**src/rtl/noc_rr_arbiter.sv**
```systemverilog
// Registered round-robin arbiter with packet lock for the NoC switch allocator.
// One-hot grant is held for a whole packet; the priority pointer rotates past the last winner.
module noc_rr_arbiter #(
    parameter int ARBITER_WIDTH = 4,
    parameter int BIN_WIDTH     = (ARBITER_WIDTH > 2) ? $clog2(ARBITER_WIDTH) : 1
) (
    input  logic                     clk,
    input  logic                     rst_n,
    input  logic [ARBITER_WIDTH-1:0] request_i,
    input  logic                     release_i,
    input  logic                     en_i,
    output logic [ARBITER_WIDTH-1:0] grant_o,
    output logic [BIN_WIDTH-1:0]     grant_bin_o,
    output logic                     grant_valid_o
);

    localparam int unsigned N = ARBITER_WIDTH;

    typedef enum logic {
        IDLE,
        LOCKED
    } state_e;

    state_e               state_q, state_d;
    logic [N-1:0]         grant_q, grant_d;
    logic [BIN_WIDTH-1:0] bin_q, bin_d;
    logic [BIN_WIDTH-1:0] ptr_q, ptr_d;

    logic [2*N-1:0]       req_dbl;
    logic [N-1:0]         req_rot;
    logic                 found;
    int unsigned          win_int;
    int unsigned          nxt_int;
    logic [BIN_WIDTH-1:0] win_idx;
    logic [BIN_WIDTH-1:0] win_next;
    logic                 pkt_end;
    logic                 do_arb;

    // Rotating the doubled request vector by ptr puts port ptr at bit 0, so the
    // search wraps modulo N rather than modulo 2^BIN_WIDTH.
    always_comb begin
        req_dbl  = {request_i, request_i} >> ptr_q;
        req_rot  = req_dbl[N-1:0];
        found    = 1'b0;
        win_int  = 0;
        for (int unsigned i = 0; i < N; i++) begin
            if (!found && req_rot[i]) begin
                found   = 1'b1;
                win_int = 32'(ptr_q) + i;
                if (win_int >= N) begin
                    win_int = win_int - N;
                end
            end
        end
        nxt_int = win_int + 1;
        if (nxt_int >= N) begin
            nxt_int = 0;
        end
        win_idx  = BIN_WIDTH'(win_int);
        win_next = BIN_WIDTH'(nxt_int);
    end

    always_comb begin
        state_d = state_q;
        grant_d = grant_q;
        bin_d   = bin_q;
        ptr_d   = ptr_q;
        pkt_end = release_i || !(|(request_i & grant_q));
        do_arb  = 1'b0;

        unique case (state_q)
            IDLE:   do_arb = en_i && found;
            LOCKED: begin
                if (pkt_end) begin
                    do_arb = en_i && found;
                    if (!do_arb) begin
                        state_d = IDLE;
                        grant_d = '0;
                        bin_d   = '0;
                    end
                end
            end
            default: state_d = IDLE;
        endcase

        if (do_arb) begin
            state_d = LOCKED;
            grant_d = N'(1) << win_idx;
            bin_d   = win_idx;
            ptr_d   = win_next;
        end
    end

    always_ff @(posedge clk or negedge rst_n) begin
        if (!rst_n) begin
            state_q <= IDLE;
            grant_q <= '0;
            bin_q   <= '0;
            ptr_q   <= '0;
        end else begin
            state_q <= state_d;
            grant_q <= grant_d;
            bin_q   <= bin_d;
            ptr_q   <= ptr_d;
        end
    end

    assign grant_o       = grant_q;
    assign grant_bin_o   = bin_q;
    assign grant_valid_o = (state_q == LOCKED);

endmodule

```
**config.mk**
```make
export PLATFORM = sky130hd
export DESIGN_NAME = noc_rr_arbiter
export DESIGN_NICKNAME = d
export VERILOG_FILES = /design/src/rtl/noc_rr_arbiter.sv
export SDC_FILE = /design/constraint.sdc
export NUM_CORES = 1
export LEC_CHECK = 0
export ABC_AREA = 1
export ABC_CLOCK_PERIOD_IN_PS = 8400
export CAP_MARGIN = 20
export CORE_MARGIN = 8
export CORE_UTILIZATION = 41
export CTS_CLUSTER_DIAMETER = 60
export CTS_CLUSTER_SIZE = 30
export DETAILED_ROUTE_END_ITERATION = 16
export PLACE_DENSITY_LB_ADDON = 0.3
export SETUP_SLACK_MARGIN = 0.3
export SYNTH_ARGS = -nofsm -noshare
export SYNTH_HDL_FRONTEND = slang
export SYNTH_SLANG_ARGS = --single-unit
```
**constraint.sdc**
```tcl
create_clock -name clk -period 8.4 [get_ports clk]
set_input_delay 1.68 -clock clk [delete_from_list [all_inputs] [get_ports clk]]
set_output_delay 1.68 -clock clk [all_outputs]
set_load 0.03 [all_outputs]
```
==> results by group <==
Outcome
  • Status: completed

Logic synthesis
  • Mapped Area: between 1000 and 1500 um^2
  • Yosys reg bits: 9
  • Ys flop type: dfrtp_1
  • Ys Warns: 0
  • Top-area cell type share of the netlist area: 0.220
  • Post-synthesis sequential area ratio: 0.220
  • Library cells used by synthesis: 22
  • Cell accounting for the most synthesized area: dfrtp_1
  • Mapped Nets: 162
  • Share of synthesized registers carrying an async set or reset: 1.00
  • Top post-synthesis cells by area: dfrtp_1 (22%), ha_1 (21%), nand2_1 (11%)
  • Number of flops mapped to enable cells by yosys: 0
  • Synthesized area per cell: 7.48 um^2
  • Synthesized instance count: around 140

Worst setup path
  • Crit path max fanout: 7
  • RR Endpoint: ptr_q[1]$_DFFE_PN0P_
  • R2R Setup Slk: roughly 5.2 ns
  • Setup crit end kind: register
  • Critical Path Slowest Stage Cell: clkdlybuf4s50_1
  • Worst Reg-to-Reg Cells: 17
  • Reg-to-Reg Start: ptr_q[0]$_DFFE_PN0P_
  • Setup Crit Path Kind: input port to register
  • CP delay by family, top: simple AND/OR/NAND/NOR gates
  • Crit path DAT: between 4 and 5 ns
  • Slowest stage delay, CP: between 0.4 and 0.5 ns
  • Worst path most repeated cell: nand3_1
  • Worst EP required: 8.60 ns
  • Setup crit start kind: input port
  • CP Cell Sequence: clkdlybuf4s50_1 -> inv_1 -> nand2_1 -> nand3_1 -> nand2_2 -> nor2_8 -> nand3_1 -> nand4_1 -> nand2_1 -> inv_1 -> ha_1 -> nand2_4 -> ha_1 -> nor4b_1 -> nand3_1 -> nor4_1 -> nand3_1 -> nand2_1
  • WP buf/inv: 3

Clock network
  • Clk sinks: 9
  • H-tree depth: 1
  • Hold_buf cts: 0
  • Max Root-Sink Buffers: 2
  • Clk Tree Root Cell: clkbuf_4
  • Cts bufs inserted: 3
  • CTS tree: done
  • Clk_lat worst skew: roughly 0.26 ns
  • Cts repair resizes: 0
  • Reg clk slew, reported paths: around 0.060 ns
  • Post CTS Setup Buffer Count: 0

Timing
  • Final hold violation count: 0
  • Tcrit/Tclk final: 0.525
  • Setup WS post-layout: 3.99 ns
  • Max_slew headroom: 0.732
  • Setup-failing EPs final: 0
  • Worst Max-Slew Pin Slew: 0.401 ns
  • Hold slack: roughly 0.54 ns
  • Fmax: 227 MHz
  • Minimum clock period: 4.41 ns
  • TNS Setup: 0 ns
  • RSZ-0062 raised after global routing: no
  • Slew Limit Fails: 0
  • Clk_skew: approximately 0.0017 ns

Place
  • GPL Wtd Cong: about 0.81
  • DP Area: 1190 um^2
  • I/O Buffers: 14
  • Setup WS pre-CTS: ~3.7 ns
  • Post-DP HPWL: 1.70 mm

Die
  • Core Area: roughly 2400 um^2
  • Initial Utilization: 0.421
  • Die footprint: 4360 um^2
  • Die X-Extent: about 66 um
  • # IOs: 15
  • Row cnt: 18
  • Die Height: 66.0 um

Finish
  • # fillers: 248
  • Share of cells above drive strength 1: 0.169
  • Area growth, synth to finish: 18.9%
  • Area of the multi-input gates: ~700 um^2
  • Sequential standard cell area: 225 um^2
  • Fin area: 1220 um^2
  • Antenna diode count: 0
  • Final Net Count: 180

Detailed routing
  • Top Metal Used: met4
  • Final WL: approximately 2.2 mm
  • DRT Pass-1 Iters: 6
  • Routed Antenna Nets: 0
  • DRC: 0
  • Post-Route M1 WL: 1.02 mm
  • DR iter-0 viols: 55
  • Met2 WL: a little under 1 mm
  • Routed len/inst: roughly 12 um
  • Vias post-DR: 944
  • DR WL met3: 109 um
  • Vias per cell: between 5 and 6

Power and ir drop
  • Final Power: roughly 480 uW
  • Power density over cell area: ~390 nW/um^2
  • Leakage power: 0.646 nW
  • Worst VDD drop: approximately 0.00019 V

Hold path
  • Hold Crit Class: register to register
  • Hold Path Sink: grant_bin_o[1]$_DFFE_PN0P_
  • HP Start: grant_bin_o[1]$_DFFE_PN0P_
  • WHS Path Cells: 2

Global routing
  • GRT Overall Usage: 0.103
  • Initial antenna violation count: 0
  • Largest net degree at the start of global routing: 14
  • Global-route wire length before repair: about 3.6 mm
  • Vias in the first global route: 835
  • Grt ovf: 0

Run
  • Max-Cap Viols: 0
-- where the power goes --
part	internal (mW)	switching, mW	leakage [nW]
Combinational	0.128	0.235	0.510
Sequential	0.0606	0.0188	0.119
Clock	0.0176	0.0161	0.0177
-- metrics by stage --
| step | cells | utilization |
|---|---|---|
| 2_1_floorplan | 137 | - |
| 3_3_place_gp | 180 | 0.490 |
| 3_5_place_dp | 180 | 0.490 |
| 4_1_cts | 184 | 0.501 |
| 5_1_grt | 184 | 0.501 |
| 6_report | 184 | 0.501 |
-- worst reg2reg max path, stage by stage, from the launching register on --
cell and delay [ns]:
dfrtp_1 0.51, inv_2 0.23, nand2_2 0.08, nand3_1 0.11
nand2_2 0.13, nor2_8 0.20, nand3_1 0.09, nand4_1 0.10
nand2_1 0.11, inv_1 0.15, ha_1 0.27, nand2_4 0.08
ha_1 0.18, nor4b_1 0.30, nand3_1 0.10, nor4_1 0.28
nand3_1 0.13, nand2_1 0.08
-- cell usage in the layout (no fill, tap or decap), types with 2 or more instances in the layout --
| cell | count |
|---|---|
| nand3_2 | 3 |
| nand2_2 | 9 |
| nand2_1 | 31 |
| clkbuf_4 | 3 |
| o21ai_1 | 2 |
| dfrtp_1 | 9 |
| nor2_1 | 4 |
| clkdlybuf4s50_1 | 14 |
| o22ai_1 | 6 |
| inv_2 | 4 |
| ha_1 | 17 |
| nand4_1 | 2 |
| inv_1 | 20 |
| nand2_4 | 2 |
| nand3_1 | 19 |
-- worst max path at each step --
stage                            to  slack [ns]  depth (start not counted)          from
3_5_place_dp   ptr_q[1]$_DFFE_PN0P_        3.71                         18  request_i[3]
2_1_floorplan  ptr_q[1]$_DFFE_PN0P_        4.53                         17  request_i[3]
5_1_grt        ptr_q[1]$_DFFE_PN0P_        3.66                         18  request_i[3]
6_report       ptr_q[1]$_DFFE_PN0P_        3.99                         18  request_i[3]
4_1_cts        ptr_q[1]$_DFFE_PN0P_        3.98                         18  request_i[3]
3_3_place_gp   ptr_q[1]$_DFFE_PN0P_        3.82                         18  request_i[3]
-- metal layers --
layer	vias up	global-route usage
met5	-	0
met4	0	0.0560
met3	5	0.0237
met2	20	0.173
met1	439	0.117
li1	480	-
-- cell families after synthesis --
kind of cell,Yosys count,synth area share
buf+inv,25,0.0989
fa+ha+maj,17,0.208
simple gates,76,0.418
flops,9,0.220
compound gates,10,0.0562
-- flip-flops by register name, indices dropped and copies added, names as in the netlist --
register,count
ptr_q,2
grant_bin_o,2
grant_o,4
grant_valid_o,1
-- cells in the mapped netlist (2+ instances only) --
cell type,n
nand2_1,31
inv_1,20
nand3_1,19
ha_1,17
dfrtp_1,9
nand2_2,9
o22ai_1,6
inv_2,4
nor2_1,4
nand3_2,3
nand2_4,2
nand4_1,2
o21ai_1,2
-- cell type report --
| cell class | instances | share of cell area |
|---|---|---|
| Multi-Input combinational cell | 103 | 0.573 |
| Clock buffer | 3 | 0.0185 |
| Timing Repair Buffer | 14 | 0.115 |
| Tap cell | 30 | 0.0308 |
| Clock inverter | 1 | 0.00411 |
| Inverter | 24 | 0.0739 |
| Sequential cell | 9 | 0.185 |
Power figures use the tool's default switching activity.
